--- config.mk ---
export PLATFORM = sky130hd
export DESIGN_NAME = adder_tree_pipe
export DESIGN_NICKNAME = d
export VERILOG_FILES = /design/src/rtl/adder_tree_pipe.sv
export SDC_FILE = /design/constraint.sdc
export NUM_CORES = 1
export LEC_CHECK = 0
export BUFFER_PORTS_ARGS = -buffer_cell sky130_fd_sc_hd__buf_2
export CORE_ASPECT_RATIO = 0.9
export CORE_UTILIZATION = 59
export CTS_CLUSTER_SIZE = 20
export DETAILED_ROUTE_END_ITERATION = 12
export PLACE_DENSITY = 0.8
export SYNTH_ARGS = -nofsm -noshare
export SYNTH_HDL_FRONTEND = slang
export SYNTH_SLANG_ARGS = --single-unit
--- constraint.sdc ---
create_clock -name clk -period 7.1 [get_ports clk]
set_input_delay 0.71 -clock clk [delete_from_list [all_inputs] [get_ports clk]]
set_output_delay 0.71 -clock clk [all_outputs]
set_load 0.01 [all_outputs]
--- src/rtl/adder_tree_pipe.sv ---
// adder_tree_pipe: pipelined multi-operand adder tree with valid/ready flow control.
// Define ADDER_TREE_ACC_EN to add a post-tree group accumulator (ACC_EXT extra output bits, one extra stage).
module adder_tree_pipe #(
    parameter int INPUTS_NUM  = 6,
    parameter int IDATA_WIDTH = 32,
    parameter int SIGNED      = 0,
    parameter int REG_EVERY   = 1,
`ifdef ADDER_TREE_ACC_EN
    parameter int ACC_EXT     = 8,
`else
    localparam int ACC_EXT    = 0,
`endif
    localparam int STAGES_NUM  = (INPUTS_NUM > 1) ? $clog2(INPUTS_NUM) : 0,
    localparam int TREE_LAT    = (STAGES_NUM == 0) ? 1 : (STAGES_NUM + REG_EVERY - 1) / REG_EVERY,
    localparam int TREE_WIDTH  = IDATA_WIDTH + STAGES_NUM,
    localparam int ODATA_WIDTH = TREE_WIDTH + ACC_EXT
) (
    input  logic                              clk,
    input  logic                              rst,
    input  logic                              in_valid,
    output logic                              in_ready,
    input  logic [INPUTS_NUM*IDATA_WIDTH-1:0] idata,
    input  logic                              in_last,
    output logic                              out_valid,
    input  logic                              out_ready,
    output logic [ODATA_WIDTH-1:0]            odata
);

    localparam int PAD_NUM = 1 << STAGES_NUM;

    logic                  en;
    logic [TREE_WIDTH-1:0] tree_sum;
    logic [TREE_LAT-1:0]   vld;

    // The whole pipe advances together; a stalled output freezes every stage.
    assign en       = !out_valid || out_ready;
    assign in_ready = en;

    // Operands are extended to the final tree width at the leaves; since no
    // partial sum can overflow, this equals growing one bit per stage.
    for (genvar s = 0; s <= STAGES_NUM; s++) begin : g_stage
        localparam bit IS_REG = (s == STAGES_NUM) || ((s > 0) && ((s % REG_EVERY) == 0));

        for (genvar j = 0; j < (PAD_NUM >> s); j++) begin : g_node
            logic [TREE_WIDTH-1:0] comb_val;
            logic [TREE_WIDTH-1:0] val;

            if (s == 0) begin : g_leaf
                if (j < INPUTS_NUM) begin : g_op
                    if (SIGNED != 0) begin : g_sx
                        logic signed [IDATA_WIDTH-1:0] op_s;
                        logic signed [TREE_WIDTH-1:0]  op_x;
                        assign op_s     = idata[j*IDATA_WIDTH +: IDATA_WIDTH];
                        assign op_x     = op_s;
                        assign comb_val = op_x;
                    end else begin : g_zx
                        logic [IDATA_WIDTH-1:0] op_u;
                        assign op_u     = idata[j*IDATA_WIDTH +: IDATA_WIDTH];
                        assign comb_val = TREE_WIDTH'(op_u);
                    end
                end else begin : g_pad
                    assign comb_val = '0;
                end
            end else begin : g_add
                assign comb_val = g_stage[s-1].g_node[2*j].val + g_stage[s-1].g_node[2*j+1].val;
            end

            if (IS_REG) begin : g_reg
                logic [TREE_WIDTH-1:0] q;
                always_ff @(posedge clk or posedge rst) begin
                    if (rst) begin
                        q <= '0;
                    end else if (en) begin
                        q <= comb_val;
                    end
                end
                assign val = q;
            end else begin : g_wire
                assign val = comb_val;
            end
        end
    end

    assign tree_sum = g_stage[STAGES_NUM].g_node[0].val;

    if (TREE_LAT > 1) begin : g_vsr
        always_ff @(posedge clk or posedge rst) begin
            if (rst) begin
                vld <= '0;
            end else if (en) begin
                vld <= {vld[TREE_LAT-2:0], in_valid};
            end
        end
    end else begin : g_vsr1
        always_ff @(posedge clk or posedge rst) begin
            if (rst) begin
                vld <= '0;
            end else if (en) begin
                vld <= in_valid;
            end
        end
    end

`ifdef ADDER_TREE_ACC_EN
    logic [TREE_LAT-1:0]    lst;
    logic [ODATA_WIDTH-1:0] sum_ext;
    logic [ODATA_WIDTH-1:0] acc;
    logic                   grp_first;
    logic                   tree_valid;
    logic                   tree_last;

    if (TREE_LAT > 1) begin : g_lsr
        always_ff @(posedge clk or posedge rst) begin
            if (rst) begin
                lst <= '0;
            end else if (en) begin
                lst <= {lst[TREE_LAT-2:0], in_last};
            end
        end
    end else begin : g_lsr1
        always_ff @(posedge clk or posedge rst) begin
            if (rst) begin
                lst <= '0;
            end else if (en) begin
                lst <= in_last;
            end
        end
    end

    if (SIGNED != 0) begin : g_acc_sx
        logic signed [TREE_WIDTH-1:0]  ts;
        logic signed [ODATA_WIDTH-1:0] tx;
        assign ts      = tree_sum;
        assign tx      = ts;
        assign sum_ext = tx;
    end else begin : g_acc_zx
        assign sum_ext = ODATA_WIDTH'(tree_sum);
    end

    assign tree_valid = vld[TREE_LAT-1];
    assign tree_last  = lst[TREE_LAT-1];

    // Only valid beats touch the accumulator; bubbles pass without effect.
    always_ff @(posedge clk or posedge rst) begin
        if (rst) begin
            acc       <= '0;
            grp_first <= 1'b1;
            out_valid <= 1'b0;
        end else if (en) begin
            out_valid <= tree_valid && tree_last;
            if (tree_valid) begin
                acc       <= grp_first ? sum_ext : acc + sum_ext;
                grp_first <= tree_last;
            end
        end
    end

    assign odata = acc;
`else
    logic unused_in_last;

    assign unused_in_last = in_last;
    assign out_valid      = vld[TREE_LAT-1];
    assign odata          = tree_sum;
`endif

endmodule

Word level (Yosys, flattened, before mapping)
Cells that the tools add are included.
{ "classes": {"add_sub_neg": 5, "mul": 0, "n_div": 0, "n_lt_le_gt_ge": 0, "eq_ne": 0, "n_shift": 0, "mux": 0, "bitwise": 0, "n_reduce_logical": 2} }
{ "op_table": {"columns": ["operator", "count"], "rows": [
  ["adder 32 x 32 -> 33 bit", 3],
  ["adder 35 bit", 2],
  ["logical NOT 1 bit", 1],
  ["logical OR 1 bit", 1]
]} }
{ "totals": {"ff_bits": 213, "latchBits": 0, "ramBits": 0, "rom_bits": 0, "inputBits": 197, "output_inout_bits": 37, "word_cells": 14, "memories": 0} }

Logic depth before layout (Yosys ltp)
{ "logic_depth": {"depth_word": 2, "depth_mapped": 12, "mapped_depth_nobuf": 12} }

Least setup slack after synthesis
OpenSTA, ideal clock, no wires.
{ "synth_timing": {"path_type": "input -> register", "from": "in idata[128]", "to": "reg g_stage[1].g_node[2].g_reg.q[30]", "setup_time_ns": 0.069, "t_arrival_ns": 3.052, "required_ns": 7.031, "slack_ns": 3.979, "stages": 11, "path_buffers": 0, "path_cell_list": "ha_1 -> fa_1 -> a211oi_2 -> o21bai_1 -> a211o_1 -> o211ai_1 -> nand3_1 -> a31oi_2 -> o21ai_1 -> or4_1 -> nand3_1"} }
{ "synth_between": {"elab_chain_cells": 1} }
{ "synth_lines": {"columns": ["item", "line_no", "rtl"], "rows": [
  ["from (decl)", "22", "input logic [INPUTS_NUM*IDATA_WIDTH-1:0] idata,"],
  ["adder 32 x 32 -> 33 bit", "65", "assign comb_val = g_stage[s-1].g_node[2*j].val + g_stage[s-1].g_node[2*j+1].val;"],
  ["to (signal assigned)", "74", "q <= comb_val;"],
  ["to (decl)", "69", "logic [TREE_WIDTH-1:0] q;"]
]} }
No other way between the ends.
A chain may end at the register's enable or synchronous reset.

Worst setup path after layout
{ "layout_timing": {"from": "reg g_stage[1].g_node[0].g_reg.q[0]", "to": "reg g_stage[2].g_node[0].g_reg.q[32]"} }
{ "layout_between": {"elab_chain_cells": 1} }
{ "layout_lines": {"columns": ["item", "line_no"], "rows": [
  ["from (decl)", "69"],
  ["from (signal assigned)", "74"],
  ["adder 35 bit", "65"],
  ["to (signal assigned)", "74"],
  ["to (decl)", "69"]
]} }
No other way between the ends.

==> results.ini <==
[detailed_routing]
wl_per_cell_um=15.6
final_antenna_net_count=0
initialDrtViolationCount=934
routed_wirelength_um=36600
drcViolationCount=0
vias=13800
drtPass1Iterations=6
viasPerCell=5.90

[logic_synthesis]
ys_seq_elements=204
synth_fp_nets=2161
synth_flop_cell=dfrtp_1
seq_area_frac_synth_pct=33.2
synthMuxAreaShare_pct=0.473
synth_top_family_by_area=compound AO/OA/AOI/OAI gates
yosys_warnings=0
synth_async_sr_flop_share_pct=100
synthAdderAreaFrac_pct=13.9
synthSimpleGateAreaFrac_pct=17.1
synth_edf_count=0
synth_xor_area_share_pct=7.07
synth_area_um2=15400
synth_compound_area_share_pct=25.4
avgSynthCellArea_um2=8.55
synth.distinct_cells=86
synth_cells=1797

[die]
die-area_um2=26700
die_h_um=155
coreArea_um2=25300
start_util_pct=60.6
rows=55
die_w_um=172
io_pins=234

[timing]
period_minus_slack_ps=3320
worst_pin_slew_ps=985
slew_viol_final=0
finalSetupViolCount=0
rsz0062_at_grt=false
fin_ws_ps=3780
period_share_pct=46.7
hold_viol_final=0
slew_headroom_pct=34.3
final.setup.tns_ps=0
clock.fmax_mhz=301
finClkSkew_ps=9.73

[setup_path]
r2r_slack_ps=3780
reg2reg_depth=12
cp_cell_sequence=ha_1, inv_1, fa_1, nor2b_1, o31a_2, o211ai_1, a2111oi_1, o211ai_1, a21boi_0, o41ai_1, xor2_1, a21oi_1
critPathMostFrequentCell=o211ai_1
cp-end-kind=flip-flop
cp_num_buf_inv=1
critPathSlowestCell=a2111oi_1
crit_family=compound AO/OA/AOI/OAI gates
arrival_ps=3740
worstReg2RegEnd=g_stage[2].g_node[0].g_reg.q[32]
path_class=reg -> reg
r2r_start=g_stage[1].g_node[0].g_reg.q[0]
startpoint_type=flip-flop
required_ps=7520
cp_max_fo=4
cpPeakStageDelay_ps=750

[final_layout]
final_util_pct=69.1
layout-drive-gt1-share_pct=15.3
syn2layout_area_growth_pct=14.0
n_antenna_cell=0
fin_area_um2=17500
final_nets=2353

[placed_design]
port_buffers=232
dp_hpwl_um=27600
place.gp.congestion=0.927
placed_area_um2=16700
place_ws_ps=3490

[pwr]
p_per_area_nw_per_um2=403
power.static_leakage_nw=8.46
clock_power_share_pct=17.1
p_sw_w=0.00298
p_comb_share_pct=54.6
vdd_drop_max_v=0.000337
pwr-share-seq_pct=28.3
switching_share_pct=42.2
finalPower_w=0.00705
internal_power_w=0.00407

[global_route]
grt_pass1_wl_um=60500
antenna_found_initial=0
grt_overflow=0
grtUsageTotal_pct=27.5
grt_pass1_vias=13100
grt_max_degree=147

[clock_network]
cts_sinks=204
htree_levels=1
cts_buffer_depth=3
cts_root_buffer=clkbuf_16
cts_tree=built
numCtsBuffers=22
path_clk_slew_ps=60
ctsHoldBuffers=0
insertion_delay_ps=500
cts_setup_buffers=0
cts.repair.resized=0

[run]
drv_cap=0

[status]
status=finished clean

[hold_path]
hold_path_class=in -> async

## registers in the layout, indices dropped and copies added, names as in the netlist
name and cells:
odata 35, vld 3, g_stage.g_node.g_reg.q 166
## worst max path at each step
stage | from | to | slack, ps | depth (start not counted)
final | g_stage[1].g_node[0].g_reg.q[0] | g_stage[2].g_node[0].g_reg.q[32] | 3780 | 12
after global routing | g_stage[1].g_node[1].g_reg.q[0] | g_stage[2].g_node[0].g_reg.q[32] | 3620 | 12
after CTS | g_stage[1].g_node[0].g_reg.q[0] | g_stage[2].g_node[0].g_reg.q[32] | 3870 | 12
after detailed placement | idata[128] | g_stage[1].g_node[2].g_reg.q[30] | 3490 | 12
after global placement | idata[0] | g_stage[1].g_node[0].g_reg.q[26] | 3510 | 12
after floorplan | rst | g_stage[1].g_node[0].g_reg.q[0] | 820 | 1
## cell usage after synthesis, types with 26 or more instances
master,instances,area share (%)
nand2_1,243,5.9
a21oi_1,212,6.9
dfrtp_1,204,33
ha_1,162,13
nor2_1,139,3.4
o21ai_0,108,3.5
a21o_1,85,4.2
xnor2_1,62,3.5
xor2_1,62,3.5
clkbuf_1,55,1.3
inv_1,48,1.2
nand3_1,28,0.91
o21a_1,26,1.3
## worst register-to-register path, stage by stage, from the launching register on
cell and delay, ps:
dfrtp_1 350, ha_1 180, inv_1 60, fa_1 400, nor2b_1 170, o31a_2 190, o211ai_1 150, a2111oi_1 750
o211ai_1 230, a21boi_0 330, o41ai_1 130, xor2_1 150, a21oi_1 160
## kinds of logic after synthesis
logic type	Yosys count
buffers and inverters	117
and+or+nand+nor	570
muxes	7
DFF	204
adders and majority gates	167
xor gates and xnor gates	124
AOI/OAI and AO/OA	608
## cells in the final DEF, fill, tap and decap left out, types with 9 or more instances in the layout
master / n
a31oi_1: 12
o21a_1: 26
and4_1: 9
nand4_1: 24
o21bai_1: 22
nor3b_1: 12
o21ai_1: 21
xor2_1: 62
and2_1: 12
nand2b_1: 15
o31ai_1: 13
inv_1: 46
nor2_1: 139
a21oi_1: 212
and3_1: 19
buf_2: 232
nor3_1: 24
nand2_1: 243
nor2b_1: 13
ha_1: 162
nand3_1: 28
o21ai_0: 108
a211oi_1: 14
clkbuf_16: 23
or3_1: 9
xnor2_1: 62
a21o_1: 85
dfrtp_1: 204
o211ai_1: 11
## layer usage
layer	vias to the layer above	GRT usage, %	part of all wire (%)
li1	6897	-	-
met3	62	2.70	4.4
met1	6527	37.4	45
met4	0	6.62	2.1
met5	-	0	0
met2	357	47.1	49
## cell type report
class / count / area [µm²]
repair buffers: 237 / 1210
clock inverters: 5 / 100
fillers: 2131 / 7820
flip-flops and latches: 204 / 5100
inverters: 48 / 193
multi-input cells: 1476 / 9810
well taps: 342 / 428
clock buffers: 34 / 667
## metrics by stage
step / hold slack [ps] / std cells
after global routing: 424 / 2346
after global placement: 442 / 2307
after detailed placement: 455 / 2307
after CTS: 390 / 2346
final: 371 / 2346
after floorplan: 430 / 1797
## power by group through the flow
stage | Combinational [W] | Sequential (W) | Clock, W
after floorplan | 0.00293 | 0.00196 | 0
after global placement | 0.00369 | 0.00200 | 0
after detailed placement | 0.00380 | 0.00202 | 0
after CTS | 0.00384 | 0.00200 | 0.00123
after global routing | 0.00432 | 0.00205 | 0.00128
final | 0.00385 | 0.00199 | 0.00121
No activity file was read; power rests on OpenSTA's default activity.
